==> src/rtl/fluxo_dados_param_if.sv <==
// Control-unit <-> datapath bundle for the memory-sequence game datapath.
// master = control unit (drives clears/enables/buttons), slave = datapath.
interface fluxo_dados_param_if #(
    parameter int unsigned N = 4,
    parameter int unsigned A = 4
);
    logic [N-1:0] botoes;
    logic         zeraE;
    logic         zeraL;
    logic         zeraR;
    logic         zeraTMR;
    logic         contaE;
    logic         contaL;
    logic         contaTMR;
    logic         registraR;
    logic         escreveM;
    logic         fimE;
    logic         fimL;
    logic         fimTMR;
    logic         jogada_feita;
    logic         jogada_valida;
    logic         chavesIgualMemoria;
    logic         enderecoIgualLimite;
    logic         enderecoMenorLimite;
    logic         timeout;
    logic         db_tem_jogada;
    logic [A-1:0] db_contagem;
    logic [A-1:0] db_limite;
    logic [N-1:0] db_jogada;
    logic [N-1:0] db_memoria;

    modport master (
        output botoes, zeraE, zeraL, zeraR, zeraTMR, contaE, contaL, contaTMR,
               registraR, escreveM,
        input  fimE, fimL, fimTMR, jogada_feita, jogada_valida, chavesIgualMemoria,
               enderecoIgualLimite, enderecoMenorLimite, timeout, db_tem_jogada,
               db_contagem, db_limite, db_jogada, db_memoria
    );

    modport slave (
        input  botoes, zeraE, zeraL, zeraR, zeraTMR, contaE, contaL, contaTMR,
               registraR, escreveM,
        output fimE, fimL, fimTMR, jogada_feita, jogada_valida, chavesIgualMemoria,
               enderecoIgualLimite, enderecoMenorLimite, timeout, db_tem_jogada,
               db_contagem, db_limite, db_jogada, db_memoria
    );
endinterface

==> src/rtl/fluxo_dados_param.sv <==
// Parametrised memory-game datapath: counters, button register, write-first sequence memory,
// play-edge detector and display timer. Define TIMEOUT_EN to build the inactivity timeout.
module fluxo_dados_param #(
    parameter int unsigned N         = 4,
    parameter int unsigned A         = 4,
    parameter int unsigned TIMEOUT_M = 5000,
    parameter int unsigned TMR_M     = 500
) (
    input logic               clock,
    input logic               reset,
    fluxo_dados_param_if.slave dp
);
    localparam int unsigned DEPTH = 1 << A;
    localparam int unsigned TMRW  = (TMR_M > 1) ? $clog2(TMR_M) : 1;

    function automatic logic [DEPTH*N-1:0] mem_init();
        logic [DEPTH*N-1:0] v;
        v = '0;
        for (int unsigned i = 0; i < DEPTH; i++) begin
            v[i*N +: N] = N'(1) << (i % N);
        end
        return v;
    endfunction

    localparam logic [DEPTH-1:0][N-1:0] MemInit = mem_init();

    if (TIMEOUT_M < 2 || TMR_M < 2) begin : g_param_check
        $error("fluxo_dados_param: TIMEOUT_M and TMR_M must be at least 2");
    end

    logic [A-1:0]    e_q, l_q;
    logic [N-1:0]    r_q, d_q;
    logic            p_q;
    logic [TMRW-1:0] m_q;
    // Memory holds its contents across reset; only the power-up image initialises it.
    logic [DEPTH-1:0][N-1:0] mem_q = MemInit;

    always_ff @(posedge clock) begin
        if (!reset) begin
            e_q <= '0;
            l_q <= '0;
            r_q <= '0;
            d_q <= '0;
            p_q <= 1'b0;
            m_q <= '0;
        end else begin
            if (dp.zeraE)       e_q <= '0;
            else if (dp.contaE) e_q <= e_q + 1'b1;

            if (dp.zeraL)       l_q <= '0;
            else if (dp.contaL) l_q <= l_q + 1'b1;

            if (dp.zeraR)          r_q <= '0;
            else if (dp.registraR) r_q <= dp.botoes;

            if (dp.zeraTMR)       m_q <= '0;
            else if (dp.contaTMR) m_q <= (m_q == TMRW'(TMR_M - 1)) ? '0 : m_q + 1'b1;

            // Write-first: a word being written shows up on D at the same edge.
            d_q <= dp.escreveM ? r_q : mem_q[e_q];
            p_q <= |dp.botoes;
        end
    end

    always_ff @(posedge clock) begin
        if (reset && dp.escreveM) mem_q[e_q] <= r_q;
    end

`ifdef TIMEOUT_EN
    localparam int unsigned TW = $clog2(TIMEOUT_M);
    logic [TW-1:0] t_q;
    logic          timeout_hit;

    assign timeout_hit = (t_q == TW'(TIMEOUT_M - 1));

    // Freezes (not clears) while a button is held; stops at terminal so the flag sticks.
    always_ff @(posedge clock) begin
        if (!reset || dp.contaE || dp.zeraE) t_q <= '0;
        else if (!(|dp.botoes) && !timeout_hit) t_q <= t_q + 1'b1;
    end

    assign dp.timeout = timeout_hit;
`else
    assign dp.timeout = 1'b0;
`endif

    assign dp.fimE                = (e_q == {A{1'b1}});
    assign dp.fimL                = (l_q == {A{1'b1}});
    assign dp.fimTMR              = (m_q == TMRW'(TMR_M - 1));
    // Reset overrides the buttons so no play strobe escapes while reset is held.
    assign dp.jogada_feita        = reset & (|dp.botoes) & ~p_q;
    assign dp.jogada_valida       = (r_q != '0) && ((r_q & (r_q - 1'b1)) == '0);
    assign dp.chavesIgualMemoria  = (r_q == d_q);
    assign dp.enderecoIgualLimite = (e_q == l_q);
    assign dp.enderecoMenorLimite = (e_q < l_q);
    assign dp.db_tem_jogada       = |dp.botoes;
    assign dp.db_contagem         = e_q;
    assign dp.db_limite           = l_q;
    assign dp.db_jogada           = r_q;
    assign dp.db_memoria          = d_q;
endmodule

==> src/flat_wrapper.sv <==
// flat-port wrapper written by rule: the top's interface ports become plain ports
module fluxo_dados_param_flat 
#(
    parameter int unsigned N         = 4,
    parameter int unsigned A         = 4,
    parameter int unsigned TIMEOUT_M = 5000,
    parameter int unsigned TMR_M     = 500
)
  (clock, reset, dp_botoes, dp_zeraE, dp_zeraL, dp_zeraR, dp_zeraTMR, dp_contaE, dp_contaL, dp_contaTMR, dp_registraR, dp_escreveM, dp_fimE, dp_fimL, dp_fimTMR, dp_jogada_feita, dp_jogada_valida, dp_chavesIgualMemoria, dp_enderecoIgualLimite, dp_enderecoMenorLimite, dp_timeout, dp_db_tem_jogada, dp_db_contagem, dp_db_limite, dp_db_jogada, dp_db_memoria);
  fluxo_dados_param_if #(.N(N), .A(A)) dp_i ();
  input logic clock;
  input logic reset;
  input wire logic [$bits(dp_i.botoes)-1:0] dp_botoes;
  input wire logic [$bits(dp_i.zeraE)-1:0] dp_zeraE;
  input wire logic [$bits(dp_i.zeraL)-1:0] dp_zeraL;
  input wire logic [$bits(dp_i.zeraR)-1:0] dp_zeraR;
  input wire logic [$bits(dp_i.zeraTMR)-1:0] dp_zeraTMR;
  input wire logic [$bits(dp_i.contaE)-1:0] dp_contaE;
  input wire logic [$bits(dp_i.contaL)-1:0] dp_contaL;
  input wire logic [$bits(dp_i.contaTMR)-1:0] dp_contaTMR;
  input wire logic [$bits(dp_i.registraR)-1:0] dp_registraR;
  input wire logic [$bits(dp_i.escreveM)-1:0] dp_escreveM;
  output wire logic [$bits(dp_i.fimE)-1:0] dp_fimE;
  output wire logic [$bits(dp_i.fimL)-1:0] dp_fimL;
  output wire logic [$bits(dp_i.fimTMR)-1:0] dp_fimTMR;
  output wire logic [$bits(dp_i.jogada_feita)-1:0] dp_jogada_feita;
  output wire logic [$bits(dp_i.jogada_valida)-1:0] dp_jogada_valida;
  output wire logic [$bits(dp_i.chavesIgualMemoria)-1:0] dp_chavesIgualMemoria;
  output wire logic [$bits(dp_i.enderecoIgualLimite)-1:0] dp_enderecoIgualLimite;
  output wire logic [$bits(dp_i.enderecoMenorLimite)-1:0] dp_enderecoMenorLimite;
  output wire logic [$bits(dp_i.timeout)-1:0] dp_timeout;
  output wire logic [$bits(dp_i.db_tem_jogada)-1:0] dp_db_tem_jogada;
  output wire logic [$bits(dp_i.db_contagem)-1:0] dp_db_contagem;
  output wire logic [$bits(dp_i.db_limite)-1:0] dp_db_limite;
  output wire logic [$bits(dp_i.db_jogada)-1:0] dp_db_jogada;
  output wire logic [$bits(dp_i.db_memoria)-1:0] dp_db_memoria;
  assign dp_i.botoes = dp_botoes;
  assign dp_i.zeraE = dp_zeraE;
  assign dp_i.zeraL = dp_zeraL;
  assign dp_i.zeraR = dp_zeraR;
  assign dp_i.zeraTMR = dp_zeraTMR;
  assign dp_i.contaE = dp_contaE;
  assign dp_i.contaL = dp_contaL;
  assign dp_i.contaTMR = dp_contaTMR;
  assign dp_i.registraR = dp_registraR;
  assign dp_i.escreveM = dp_escreveM;
  assign dp_fimE = dp_i.fimE;
  assign dp_fimL = dp_i.fimL;
  assign dp_fimTMR = dp_i.fimTMR;
  assign dp_jogada_feita = dp_i.jogada_feita;
  assign dp_jogada_valida = dp_i.jogada_valida;
  assign dp_chavesIgualMemoria = dp_i.chavesIgualMemoria;
  assign dp_enderecoIgualLimite = dp_i.enderecoIgualLimite;
  assign dp_enderecoMenorLimite = dp_i.enderecoMenorLimite;
  assign dp_timeout = dp_i.timeout;
  assign dp_db_tem_jogada = dp_i.db_tem_jogada;
  assign dp_db_contagem = dp_i.db_contagem;
  assign dp_db_limite = dp_i.db_limite;
  assign dp_db_jogada = dp_i.db_jogada;
  assign dp_db_memoria = dp_i.db_memoria;
  fluxo_dados_param #(.N(N), .A(A), .TIMEOUT_M(TIMEOUT_M), .TMR_M(TMR_M)) u_core (.clock(clock), .reset(reset), .dp(dp_i));
endmodule
==> config.mk <==
export PLATFORM = sky130hd
export DESIGN_NAME = fluxo_dados_param_flat
export DESIGN_NICKNAME = d
export VERILOG_FILES = /design/src/rtl/fluxo_dados_param_if.sv /design/src/rtl/fluxo_dados_param.sv /design/src/flat_wrapper.sv
export SDC_FILE = /design/constraint.sdc
export NUM_CORES = 1
export LEC_CHECK = 0
export BUFFER_PORTS_ARGS = -buffer_cell sky130_fd_sc_hd__buf_2
export CAP_MARGIN = 5
export CORE_MARGIN = 3
export CORE_UTILIZATION = 62
export DETAILED_ROUTE_END_ITERATION = 6
export PLACE_DENSITY = 0.8
export SYNTH_ARGS = -nofsm -noshare
export SYNTH_HDL_FRONTEND = slang
export SYNTH_SLANG_ARGS = --single-unit
==> constraint.sdc <==
create_clock -name clock -period 3.37 [get_ports clock]
set_input_delay 0.1685 -clock clock [delete_from_list [all_inputs] [get_ports clock]]
set_output_delay 0.1685 -clock clock [all_outputs]
set_load 0.05 [all_outputs]
# == Word level (Yosys, flattened, before mapping) ==
# Cells that the tools add are included.
# op_classes
n_reduce_logical,10
n_eq_ne,5
n_lt_le_gt_ge,3
mux,7
bitwise_logic,5
add_sub_neg,4
# op_table
op,n
64-bit bitwise mux,1
4-bit binary-select mux with 4-bit select,1
4-bit demux with 4-bit select,1
4-bit two-way mux,3
9-bit by 1-bit adder with 9-bit output (second input constant),1
9-bit == test (second input constant),1
9-bit two-way mux,1
4-bit by 1-bit adder with 4-bit output (second input constant),2
4-bit == test,2
4-bit == test (second input constant),2
2-bit OR reduction,4
4-bit by 5-bit less-than comparator with 1-bit output (second input constant),1
4-bit AND,1
4-bit by 1-bit >= comparator with 1-bit output (second input constant),1
4-bit logical NOT,1
4-bit less-than comparator,1
4-bit nonzero test,1
4-bit OR reduction,1
4-bit by 1-bit subtractor with 4-bit output (second input constant),1
1-bit logical AND,3
1-bit AND,2
1-bit NOT,2
# totals
inputBits,15
word_cells,56
output_inout_bits,26
regBits,90

# == Depth between registers and ports, before layout ==
# Gate-level depths: netlist of run 1.
# depth
depth_word,5
depth_mapped,6
depth_no_buf,6

# == Least setup slack after synthesis of run 1 ==
# No wires, ideal clock.
# synth_path
kind,register to output
start,"register u_core.r_q[1], in the netlist u_core.dp.db_jogada[1]"
end,output dp_chavesIgualMemoria
path_stages_with_launch,3
arrival_ns,2.612
required_ns,3.201
n_path_buf,0
setup_slack_ns,0.589
cell_sequence,dfxtp_1 > xor2_1 > nor4_1
# synth_between
elab_chain_cells,1
# synth_lines
item,line,source
from (decl),fluxo_dados_param.sv:32,"logic [N-1:0] r_q, d_q;"
from (signal assigned),fluxo_dados_param.sv:54,else if (dp.registraR) r_q <= dp.botoes;
4-bit == test,fluxo_dados_param.sv:93,assign dp.chavesIgualMemoria = (r_q == d_q);
to (decl),flat_wrapper.sv:28,output wire logic [$bits(dp_i.chavesIgualMemoria)-1:0] dp_chavesIgualMemoria;
# No other way between the ends.

# == Final worst setup path of run 1 ==
# layout_path
start,"register u_core.e_q[1], in the netlist u_core.dp.db_contagem[1]"
end,output dp_enderecoMenorLimite
# layout_between
elab_chain_cells,1
# layout_lines
item,line,source
from (decl),fluxo_dados_param.sv:31,"logic [A-1:0] e_q, l_q;"
from (signal assigned),fluxo_dados_param.sv:48,else if (dp.contaE) e_q <= e_q + 1'b1;
4-bit less-than comparator,fluxo_dados_param.sv:95,assign dp.enderecoMenorLimite = (e_q < l_q);
to (decl),flat_wrapper.sv:30,output wire logic [$bits(dp_i.enderecoMenorLimite)-1:0] dp_enderecoMenorLimite;
# No other way between the ends.

==> impl_metrics.ini, run 1 <==
[run_status]
outcome = completed

[floorplanning]
core.rowCount = 28
ios = 41
die_x_um = 84.9
die_area_um2 = 7210
initial_core_util_pct = 64.5
die_height_um = 84.9
core_um2 = 5990

[synth]
syn_nets = 322
ys.flop_type = edfxtp_1
synth-edff-count = 64
synth.distinct_cells = 33
synth_seq_cells = 90
postSynthAreaPerCell_um2 = 13.0
netlist_area_um2 = 3860
seq_area_frac_synth_pct = 63.2
yosys_warnings = 0
syn-instance-count = 297
ys_async_sr_fraction_pct = 0

[setup_path]
rrSetupSlack_ns = 1.16
critPathSlowestCell = dfxtp_1
crit_type = reg -> out
cp_num_buf_inv = 1
critPathLaunchType = flop
crit_chain = ha_1, nor2b_1, o21ai_0, nand2b_1, a21oi_1, buf_2
critical-path-top-delay-family = flip-flops
crit_fanout = 17
cp_data_arrival_time_ns = 2.29
end_kind = primary output
cp_data_required_time_ns = 3.20
cpPeakStageDelay_ns = 0.84

[clock_network]
cts-root-buf = clkbuf_8
postCtsHoldBufs = 0
insertion_delay_ns = 0.35
cts_resized = 0
postCtsSetupBuffers = 0
cts_buffers = 9
htreeDepth = 3
path_clk_slew_ns = 0.08
tritoncts = yes
clkSinkCount = 90
cts_buffer_depth = 2

[routing]
drt_pass1_iterations = 4
drc = 0
dr_total_vias = 2516
drt-total-wl_mm = 7.72
ant_nets = 0
drt-initial-drc-count = 234
wire_per_inst_um = 18.3
vias_per_cell = 5.96

[timing]
timing.final.crit_share_pct = 73.0
slew_violations = 0
final-hold-violation-count = 0
finClkSkew_ns = 0.00549
slew_headroom_pct = 47.5
tightest_slew_ns = 0.787
setup_total_negative_slack_ns = 0
hold_ws_ns = 0.0660
min_period_ns = 2.46
grt_setup_unrepaired = false
fmax_mhz = 407
setup_slack_ns = 0.911
setup_viol = 0

[finish]
area_delta_synth_final_pct = 12.3
layout_common_cells = edfxtp_1 (64), buf_2 (39), nor2_1 (37)
drive_gt1_share_pct = 18.7
final_common_cell = edfxtp_1
fin_cells = 422
nNetsFinal = 367
antenna_cells = 0

[power]
powerDensity_nw_per_um2 = 474
irDropWorstVdd_uv = 311
p_leak_nw = 1.58

[placed_design]
globalplace.congestion = 0.954
pre_cts_slack_ns = 1.19
numPortBuffers = 39
dp_cells = 406
dp_hpwl_mm = 5.47

[global_routing]
antenna_found_initial = 0
grt_pass1_wl_mm = 12.7
gr-total-overflow = 0
grt_max_degree = 22
grt_usage_pct = 23.5
first_global_vias = 2471

[min_path]
worstHoldPathType = in -> reg

[job]
max_cap_violations = 0
## metal layers
layer	up-vias	global-route usage, %	wire length [um]	part of all wire, %
met1	1181	31.5	3120	40
li1	1169	-	-	-
met4	0	11.8	244	3.2
met3	23	5.63	770	10
met5	-	0	0	0
met2	143	36.1	3590	47
## flip-flops by register name (all words and copies together), names as in the netlist
name and cells:
u_core.dp.db_limite 4, u_core.p_q 1, u_core.dp.db_contagem 4, u_core.m_q 9
u_core.dp.db_memoria 4, u_core.mem_q 64, u_core.dp.db_jogada 4
## synthesized netlist by cell type (5+ instances only)
cell type	n	area, um2
nand3_1	11	55.1
dfxtp_1	26	521
nor2b_1	7	43.8
nor2_1	37	139
mux2i_1	32	320
ha_1	10	125
edfxtp_1	64	1920
nor3_1	6	30.0
inv_1	6	22.5
mux4_2	5	113
nand2_1	20	75.1
xor2_1	9	78.8
a31oi_1	6	37.5
nand2b_1	7	43.8
xnor2_1	10	87.6
clkbuf_1	5	18.8
nand4_1	5	31.3
a22oi_1	6	45.0
## logic make-up (layout without fill, tap and decap cells)
logic type	Yosys count	in the layout	share of synthesized area [%]
simple gates	104	104	12.9
flops	90	90	63.2
mux	37	37	11.2
xor+xnor	19	19	4.31
compound gates	18	18	2.98
buf+inv	18	68	2.04
fa+ha+maj	10	10	3.24
other cells	1	1	0.0971
## area by class of cell
cell class	instances	area, um2
Timing Repair Buffer	46	248
Fill cell	419	1650
Multi-Input combinational cell	189	1340
Inverter	6	22.5
Clock inverter	2	37.5
Clock buffer	14	153
Tap cell	75	93.8
Sequential cell	90	2440
## report_power, final
group	switching, mW	internal (mW)
clock network	0.355	0.365
registers	0.0130	1.19
logic	0.0954	0.0429
## through the flow
stage	instance area (um2)	power (mW)	util, %
finish	4340	2.06	72.4
CTS	4340	2.06	72.4
floorplan	3860	1.32	-
global route	4340	2.12	72.4
global placement	4150	1.36	69.2
detailed placement	4150	1.36	69.2
## worst min-delay path: stages
cell and delay, ns:
buf_2 0.08, mux2i_1 0.06, nor2_1 0.07
## path summary, 6_finish.rpt
path                                                end                      from  cells after the start
worst max-delay path             dp_enderecoMenorLimite  u_core.dp.db_contagem[1]                      6
worst min-delay path             u_core.dp.db_jogada[2]              dp_botoes[2]                      3
worst max register to register  u_core.dp.db_memoria[3]  u_core.dp.db_contagem[1]                      4
worst min register to register            u_core.m_q[8]             u_core.m_q[8]                      2
No activity file was read; power rests on OpenSTA's default activity.
==> inputs of run 2 (changes only) <==
--- a/config.mk
+++ b/config.mk
@@ -8,9 +8,9 @@
 export BUFFER_PORTS_ARGS = -buffer_cell sky130_fd_sc_hd__buf_2
 export CAP_MARGIN = 5
 export CORE_MARGIN = 3
-export CORE_UTILIZATION = 62
+export CORE_UTILIZATION = 58
 export DETAILED_ROUTE_END_ITERATION = 6
-export PLACE_DENSITY = 0.8
+export PLACE_DENSITY = 0.76
 export SYNTH_ARGS = -nofsm -noshare
 export SYNTH_HDL_FRONTEND = slang
 export SYNTH_SLANG_ARGS = --single-unit
==> constraint.sdc (replaced) <==
create_clock -name clock -period 2.35 [get_ports clock]
set_input_delay 0.1175 -clock clock [delete_from_list [all_inputs] [get_ports clock]]
set_output_delay 0.1175 -clock clock [all_outputs]
set_load 0.05 [all_outputs]
==> impl_metrics.ini, run 2 (synthesis gave the netlist of run 1 again) <==
[clock_network]
postCtsSetupBuffers = 0
cts-root-buf = clkbuf_8
tritoncts = yes
clkSinkCount = 90
cts_buffer_depth = 2
path_clk_slew_ns = 0.09
htreeDepth = 3
cts_buffers = 9
insertion_delay_ns = 0.35

[timing]
grt_setup_unrepaired = false
setup_total_negative_slack_ns = 0
slew_headroom_pct = 56.6
timing.final.crit_share_pct = 91.5
slew_violations = 0
hold_ws_ns = 0.0281
setup_slack_ns = 0.201
fmax_mhz = 465
final-hold-violation-count = 0
tightest_slew_ns = 0.646
setup_viol = 0
min_period_ns = 2.15
finClkSkew_ns = 0.00998

[routing]
drt_pass1_iterations = 4
wire_per_inst_um = 18.4
ant_nets = 0
drt-total-wl_mm = 7.91
dr_total_vias = 2483
vias_per_cell = 5.79
drc = 0
drt-initial-drc-count = 284

[placed_design]
place_area_um2 = 4200
pre_cts_slack_ns = 0.330
globalplace.congestion = 0.832
numPortBuffers = 39
dp_hpwl_mm = 5.58
dp_cells = 413

[setup_path]
cp_data_arrival_time_ns = 2.03
crit_fanout = 17
cp_data_required_time_ns = 2.23
critPathLaunchType = flop
crit_type = reg -> out
end_kind = primary output

[finish]
final_util_pct = 69.2
layout_common_cells = edfxtp_1 (64), buf_2 (39), nor2_1 (37)
regMostFlops = u_core.mem_q
nNetsFinal = 372
fin_cells = 429
final_common_cell = edfxtp_1
largest_registers = u_core.mem_q (64), u_core.m_q (9)
area_delta_synth_final_pct = 14.4
antenna_cells = 0
drive_gt1_share_pct = 21.6
largest_register_ffs = 64
nFillCells = 472
fin_area_um2 = 4420

[global_routing]
grt_pass1_wl_mm = 12.7
antenna_found_initial = 0
gr-total-overflow = 0
first_global_vias = 2415
grt_max_degree = 23
grt_usage_pct = 22.5

[floorplanning]
core_um2 = 6390
die_x_um = 87.6
ios = 41
core.rowCount = 29
initial_core_util_pct = 60.5
die_area_um2 = 7670
die_height_um = 87.6

[run_status]
outcome = completed

[power]
powerDensity_nw_per_um2 = 692
p_total_mw = 3.06
irDropWorstVdd_uv = 537
p_leak_nw = 1.62

[min_path]
worstHoldPathType = in -> reg

[job]
max_cap_violations = 0
-- run 2: cell types whose count changed in the layout (fill, tap and decap cells not counted) --
cell	delta
buf_4	+5
clkbuf_1	-4
clkinv_4	+2
nor4_1	-2
nor4_2	+2
bufinv_16	+1
clkbuf_8	-1
clkinv_1	+1
clkinv_2	+1
dfxtp_1	-1
dfxtp_2	+1
o21ai_0	-1
o21ai_1	+1
-- run 2: repair_timing --
| action | CTS | global route |
|---|---|---|
| hold buffers | 0 | 0 |
| resized for setup | 0 | 1 |
| endpoints found under the setup margin | 0 | 1 |
-- run 2: area by class of cell --
class                           instances  area [um2]  area share, %
Clock buffer                            9         124           2.80
Clock inverter                          7        93.8           2.12
Inverter                                6        22.5          0.510
Multi-Input combinational cell        189        1350           30.6
Sequential cell                        90        2440           55.3
Tap cell                               77        96.3           2.18
Timing Repair Buffer                   51         285           6.46
-- run 2: worst max-delay path, stage by stage (launching register included) --
cell,delay (ns)
dfxtp_1,0.74
ha_1,0.37
o21ai_0,0.09
nand2b_1,0.08
a21oi_1,0.13
buf_2,0.27
-- run 2: metal layers --
layer  global-route usage [%]  wire, um
met1                     32.5      3470
met2                     32.8      3560
met3                     4.70       648
met4                     10.7       227
met5                        0         0
-- run 2: worst paths after layout --
check	startpoint	end	slack, ns	depth (start not counted)
max	u_core.dp.db_contagem[2]	dp_enderecoMenorLimite	0.20	5
min	dp_botoes[2]	u_core.dp.db_jogada[2]	0.03	3
max reg2reg	u_core.dp.db_contagem[2]	u_core.mem_q[57]	0.38	3
min reg2reg	u_core.m_q[7]	u_core.m_q[7]	0.53	2
-- run 2: report_power, final --
| group | internal (mW) | switching, mW | total (mW) |
|---|---|---|---|
| Clock | 0.597 | 0.537 | 1.13 |
| Combinational | 0.0657 | 0.147 | 0.213 |
| Sequential | 1.70 | 0.0107 | 1.71 |
| Total | 2.36 | 0.695 | 3.06 |
